===== src/rtl/instr_fetch_unit.sv =====
// Instruction fetch unit: owns PC and IR, fetches one word per strobe over a
// request/valid memory port and signals completion to the controller on en1.
module instr_fetch_unit #(
    parameter int unsigned PC_W    = 8,
    parameter int unsigned INSTR_W = 16,
    parameter int unsigned TIMEOUT = 15
) (
    input  logic               clk,
    input  logic               rst_n,
    input  logic               en_fetch_pulse,
    input  logic               en_pc_pulse,
    input  logic [1:0]         pc_ctrl,
    input  logic [PC_W-1:0]    branch_target,
    input  logic               err_clr,
    output logic               mem_req,
    output logic [PC_W-1:0]    mem_addr,
    input  logic [INSTR_W-1:0] mem_rdata,
    input  logic               mem_rvalid,
    output logic               en1,
    output logic [3:0]         opcode,
    output logic [1:0]         rd,
    output logic [1:0]         rs,
    output logic [7:0]         imm,
    output logic [PC_W-1:0]    pc,
    output logic               busy,
    output logic               fetch_err
);

    localparam int unsigned CNT_W = 8;

    typedef enum logic [1:0] {S_IDLE, S_REQ, S_WAIT} state_t;

    state_t               r_state, w_state_nxt;
    logic [CNT_W-1:0]     r_cnt, w_cnt_nxt;
    logic [PC_W-1:0]      r_mem_addr, w_mem_addr_nxt;
    logic [INSTR_W-1:0]   r_ir, w_ir_nxt;
    logic                 r_en1, w_en1_nxt;
    logic                 r_mem_req, w_mem_req_nxt;
    logic                 r_busy, w_busy_nxt;
    logic                 r_fetch_err, w_fetch_err_nxt;
    logic                 w_err_set;
    logic [PC_W-1:0]      r_pc;

    // State and registered outputs
    always_ff @(posedge clk or negedge rst_n) begin
        if (!rst_n) begin
            r_state     <= S_IDLE;
            r_cnt       <= '0;
            r_mem_addr  <= '0;
            r_ir        <= '0;
            r_en1       <= 1'b0;
            r_mem_req   <= 1'b0;
            r_busy      <= 1'b0;
            r_fetch_err <= 1'b0;
        end else begin
            r_state     <= w_state_nxt;
            r_cnt       <= w_cnt_nxt;
            r_mem_addr  <= w_mem_addr_nxt;
            r_ir        <= w_ir_nxt;
            r_en1       <= w_en1_nxt;
            r_mem_req   <= w_mem_req_nxt;
            r_busy      <= w_busy_nxt;
            r_fetch_err <= w_fetch_err_nxt;
        end
    end

    // Next-state and output logic
    always_comb begin
        w_state_nxt    = r_state;
        w_cnt_nxt      = r_cnt;
        w_mem_addr_nxt = r_mem_addr;
        w_ir_nxt       = r_ir;
        w_en1_nxt      = r_en1;
        w_err_set      = 1'b0;

        case (r_state)
            S_IDLE: begin
                if (en_fetch_pulse) begin
                    w_mem_addr_nxt = r_pc;
                    w_en1_nxt      = 1'b0;
                    w_state_nxt    = S_REQ;
                end
            end
            S_REQ: begin
                w_err_set   = en_fetch_pulse;
                w_cnt_nxt   = '0;
                w_state_nxt = S_WAIT;
            end
            S_WAIT: begin
                w_err_set = en_fetch_pulse;
                if (mem_rvalid) begin
                    w_ir_nxt    = mem_rdata;
                    w_en1_nxt   = 1'b1;
                    w_state_nxt = S_IDLE;
                end else if (r_cnt == CNT_W'(TIMEOUT - 1)) begin
                    // Abort: complete with an empty instruction and flag it
                    w_ir_nxt    = '0;
                    w_en1_nxt   = 1'b1;
                    w_err_set   = 1'b1;
                    w_state_nxt = S_IDLE;
                end else begin
                    w_cnt_nxt = r_cnt + CNT_W'(1);
                end
            end
            default: w_state_nxt = S_IDLE;
        endcase

        // A set event in the same cycle as err_clr keeps the flag set
        w_fetch_err_nxt = w_err_set | (r_fetch_err & ~err_clr);
        w_mem_req_nxt   = (w_state_nxt == S_REQ);
        w_busy_nxt      = (w_state_nxt != S_IDLE);
    end

    // PC update runs independently of the fetch state
    always_ff @(posedge clk or negedge rst_n) begin
        if (!rst_n) begin
            r_pc <= '0;
        end else if (en_pc_pulse) begin
            case (pc_ctrl)
                2'b01:   r_pc <= r_pc + PC_W'(1);
                2'b10:   r_pc <= branch_target;
                2'b11:   r_pc <= '0;
                default: r_pc <= r_pc;
            endcase
        end
    end

    assign mem_req   = r_mem_req;
    assign mem_addr  = r_mem_addr;
    assign en1       = r_en1;
    assign opcode    = r_ir[15:12];
    assign rd        = r_ir[11:10];
    assign rs        = r_ir[9:8];
    assign imm       = r_ir[7:0];
    assign pc        = r_pc;
    assign busy      = r_busy;
    assign fetch_err = r_fetch_err;

endmodule


===== config.mk =====
export PLATFORM = sky130hd
export DESIGN_NAME = instr_fetch_unit
export DESIGN_NICKNAME = d
export VERILOG_FILES = /design/src/rtl/instr_fetch_unit.sv
export SDC_FILE = /design/constraint.sdc
export NUM_CORES = 1
export LEC_CHECK = 0
export BUFFER_PORTS_ARGS = -buffer_cell sky130_fd_sc_hd__buf_2
export CORE_MARGIN = 4
export CORE_UTILIZATION = 25
export DETAILED_ROUTE_END_ITERATION = 6
export GPL_ROUTABILITY_DRIVEN = 0
export GPL_TIMING_DRIVEN = 0
export PLACE_DENSITY_LB_ADDON = 0.15
export SLEW_MARGIN = 20
export SYNTH_ARGS = -nofsm -noshare
export SYNTH_HDL_FRONTEND = slang
export SYNTH_SLANG_ARGS = --single-unit

===== constraint.sdc =====
create_clock -name clk -period 1.9 [get_ports clk]
set_input_delay 0.095 -clock clk [delete_from_list [all_inputs] [get_ports clk]]
set_output_delay 0.095 -clock clk [all_outputs]
set_load 0.01 [all_outputs]

==> impl_metrics.toml <==
[floorplanning]
coreArea_um2 = 8720
die_y_um = 103
die_w_um = 103
num_rows = 34
ios = 68
die_area_um2 = 10600
initial_core_util_pct = 25.8

[setup_path]
crit_fanout = 16
critPathLaunchType = "flip-flop"
cp_cell_sequence = "inv_1 -> ha_1 -> clkbuf_2 -> and2_1 -> clkbuf_2 -> a22o_2"
r2r_end = "r_ir[15]$_DFFE_PN0P_"
cp.required_ns = 2.08
crit_slowest_cell = "dfrtp_1"
rrSetupSlack_ns = 0.15
crit_buf_inv = 3
crit_path_end_kind = "flip-flop"
path_depth = 6
cp_common_cell = "clkbuf_2"
max_stage_delay_ns = 0.41
criticalPathCategory = "flip-flop to flip-flop"
critPathTopFamily = "buffers and inverters"
crit_arrival_ns = 1.93
ff2ff_path_depth = 6
r2r-start = "r_state[0]$_DFF_PN0_"

[power_and_ir_drop]
pwr-share-seq_pct = 41.6
p_clk_share_pct = 18.8
swShare_pct = 35.4
leakagePower_nw = 1.32
p_comb_share_pct = 39.6
powerDensity_nw_per_um2 = 1350
irDropWorstVdd_mv = 0.421
internal-power_mw = 2.49
switching_power_mw = 1.36

[synthesis]
syn_nets = 240
synthTopCellsByArea = "dfrtp_1 (51%), a22o_2 (5.8%), mux2_2 (4.0%)"
synth_top_area_cell = "dfrtp_1"
ys_types = 45
avgSynthCellArea_um2 = 11.2
synth_warnings = 0
netlist_instances = 201
netlist.area_leader.share_pct = 51.2
yosysSeqAreaShare_pct = 51.2
async_flop_share_pct = 100
synth-seq-cells = 46
synthFlopType = "dfrtp_1"
netlist_area_um2 = 2250
synth_edf_count = 0

[global_routing]
busiest_layer = "met2"
track_usage_pct = 10.9
use_met3_pct = 2.71
grt_overflow = 0
grt_max_degree = 47
antenna_found_initial = 0
grt_pass1_wl_um = 8970
grt_pass1_vias = 1852
use_met2_pct = 17.0
use_met1_pct = 15.0

[timing]
clock.fmax_mhz = 572
finalCriticalPeriod_ns = 1.75
min_period_over_period_pct = 92.0
hold_viol_final = 0
maxSlewHeadroom_pct = 61.2
setup-violations-final = 0
finalSetupTns_ns = 0
rsz0062_at_grt = "no"
finalClockSkew_ns = 0.0105
slew_viol_final = 0
tightest_slew_ns = 0.582

[final_layout]
seqCellArea_um2 = 1150
multiInputGateArea_um2 = 1040
nets = 314
final_cell_area_um2 = 2860
final.fill_count = 907
syn_to_final_growth_pct = 27.1
antennaDiodeCount = 0
drive_above_1_share_pct = 40.2

[drt]
vias_per_cell = 4.65
ant_nets = 0
vias = 1785
wl_um = 5510
drt_iter0_markers = 63
drc = 0
wl_per_cell_um = 14.3
dr.pass1.iters = 4

[worst_hold_path]
min-delay-start = "mem_rdata[5]"
hold-path-endpoint = "r_ir[5]$_DFFE_PN0P_"
whs_path_depth = 2
min_path_type = "input port to flip-flop"

[clocking]
clkTransAtPathRegs_ns = 0.09
clk_path_buf_depth = 2
root_buffer = "clkbuf_8"
cts_buffers = 5
tritoncts = "yes"
cts.sinks = 46
insertion_delay_ns = 0.29
cts.htree.levels = 2

[place]
hpwl_um = 4010
placed_area_um2 = 2710
numPortBuffers = 66

[flow_run]
cap_violations = 0

[run_status]
outcome = "finished clean"
## layout by cell type, fill, tap and decap left out, types with 2 or more instances in the layout
| cell | synthesis | final |
|---|---|---|
| o221ai_1 | 4 | 4 |
| o21ai_0 | 7 | 7 |
| nand3_1 | 6 | 6 |
| and2_1 | 2 | 2 |
| buf_2 | 2 | 67 |
| nand4b_1 | 2 | 2 |
| a31oi_1 | 8 | 8 |
| nor2_1 | 10 | 10 |
| nand2b_1 | 4 | 4 |
| clkbuf_8 | 0 | 5 |
| clkinvlp_4 | 0 | 2 |
| dfrtp_1 | 46 | 46 |
| ha_1 | 7 | 7 |
| clkbuf_2 | 2 | 2 |
| mux2i_1 | 5 | 5 |
| mux2_2 | 8 | 8 |
| nand2_1 | 17 | 17 |
| o211ai_1 | 2 | 2 |
| inv_1 | 6 | 6 |
| a21oi_1 | 10 | 10 |
| a22o_2 | 13 | 13 |
| a22o_1 | 3 | 3 |
| xnor2_1 | 2 | 2 |
| nor2b_1 | 7 | 7 |
| nor3_1 | 5 | 5 |
| buf_4 | 0 | 2 |
## synthesized netlist by cell type (all sizes together) (2+ instances only)
master  instances
nand2b          4
nand2          17
ha              7
nand4b          2
and2            2
clkbuf          4
mux2i           5
a21oi          10
a22o           16
o211ai          2
dfrtp          46
and3            2
nor2           10
o221ai          4
mux2            8
inv             6
nor2b           7
buf             4
nand3           7
o21ai           9
xnor2           2
a31oi           9
nor3            5
## routing by layer
metal / vias up / routed length [um]
li1: 882 / -
met1: 848 / 2550
met2: 49 / 2540
met3: 6 / 339
met4: 0 / 76
met5: - / 0
## what timing repair did
action,CTS,global route
buffers inserted,0,1
hold endpoints to repair,0,46
hold buffers,0,1
cloned,0,0
gates resized for setup,0,2
endpoints found under the setup margin,10,1
## power groups by stage
| stage | clock network (mW) | registers, mW | logic, mW |
|---|---|---|---|
| floorplan | 0 | 1.75 | 0.789 |
| detailed placement | 0 | 1.62 | 1.53 |
| global route | 0.812 | 1.67 | 1.72 |
| global placement | 0 | 1.62 | 1.51 |
| finish | 0.727 | 1.60 | 1.53 |
| CTS | 0.763 | 1.61 | 1.53 |
## sequential cells by signal, summed over array words and instances (netlist names)
signal	count
mem_req	1
en1	1
fetch_err	1
busy	1
r_state	2
pc	8
r_cnt	8
mem_addr	8
r_ir	16
## area by class of cell
cell class	count	share of cell area (%)
Timing Repair Buffer	68	12.3
Tap cell	108	4.73
Multi-Input combinational cell	141	36.5
Sequential cell	46	40.3
Inverter	6	0.789
Clock buffer	5	2.41
Clock inverter	3	1.58
Buffer	7	1.36
## worst max path at each step
stage | from | to | slack (ns)
5_1_grt | r_state[0]$_DFF_PN0_ | r_ir[15]$_DFFE_PN0P_ | 0.02
3_3_place_gp | r_state[0]$_DFF_PN0_ | r_ir[7]$_DFFE_PN0P_ | 0.009
3_5_place_dp | r_state[0]$_DFF_PN0_ | r_ir[15]$_DFFE_PN0P_ | 0.02
4_1_cts | r_state[1]$_DFF_PN0_ | mem_req$_DFF_PN0_ | 0.09
2_1_floorplan | r_state[0]$_DFF_PN0_ | r_ir[15]$_DFFE_PN0P_ | 0.26
6_report | r_state[0]$_DFF_PN0_ | r_ir[15]$_DFFE_PN0P_ | 0.15
## worst register-to-register path, stage by stage, from the launching register on
cell and delay [ns]:
dfrtp_1 0.41, inv_1 0.08, ha_1 0.19, clkbuf_2 0.19
and2_1 0.19, clkbuf_2 0.24, a22o_2 0.33
## kinds of logic after synthesis
| kind of cell | count (synthesis) | synth area share, % |
|---|---|---|
| AOI/OAI and AO/OA | 55 | 19.3 |
| xor gates and xnor gates | 3 | 1.17 |
| adders and majority gates | 7 | 3.90 |
| buffers and inverters | 14 | 2.90 |
| DFF | 46 | 51.2 |
| muxes | 13 | 6.24 |
| and+or+nand+nor | 63 | 15.3 |
## per-stage QoR
step           worst slack [ns]  hold slack, ns  std cells  utilization (%)  power, mW
6_report                  0.151          0.0185        384             32.7       3.86
5_1_grt                  0.0224         0.00274        384             32.7       4.20
4_1_cts                  0.0929         0.00793        382             32.4       3.90
3_5_place_dp             0.0172           0.327        375             31.1       3.15
3_3_place_gp            0.00899           0.320        375             31.1       3.13
2_1_floorplan             0.263          -0.201        201                -       2.54
(Power assumes the default switching activity.)
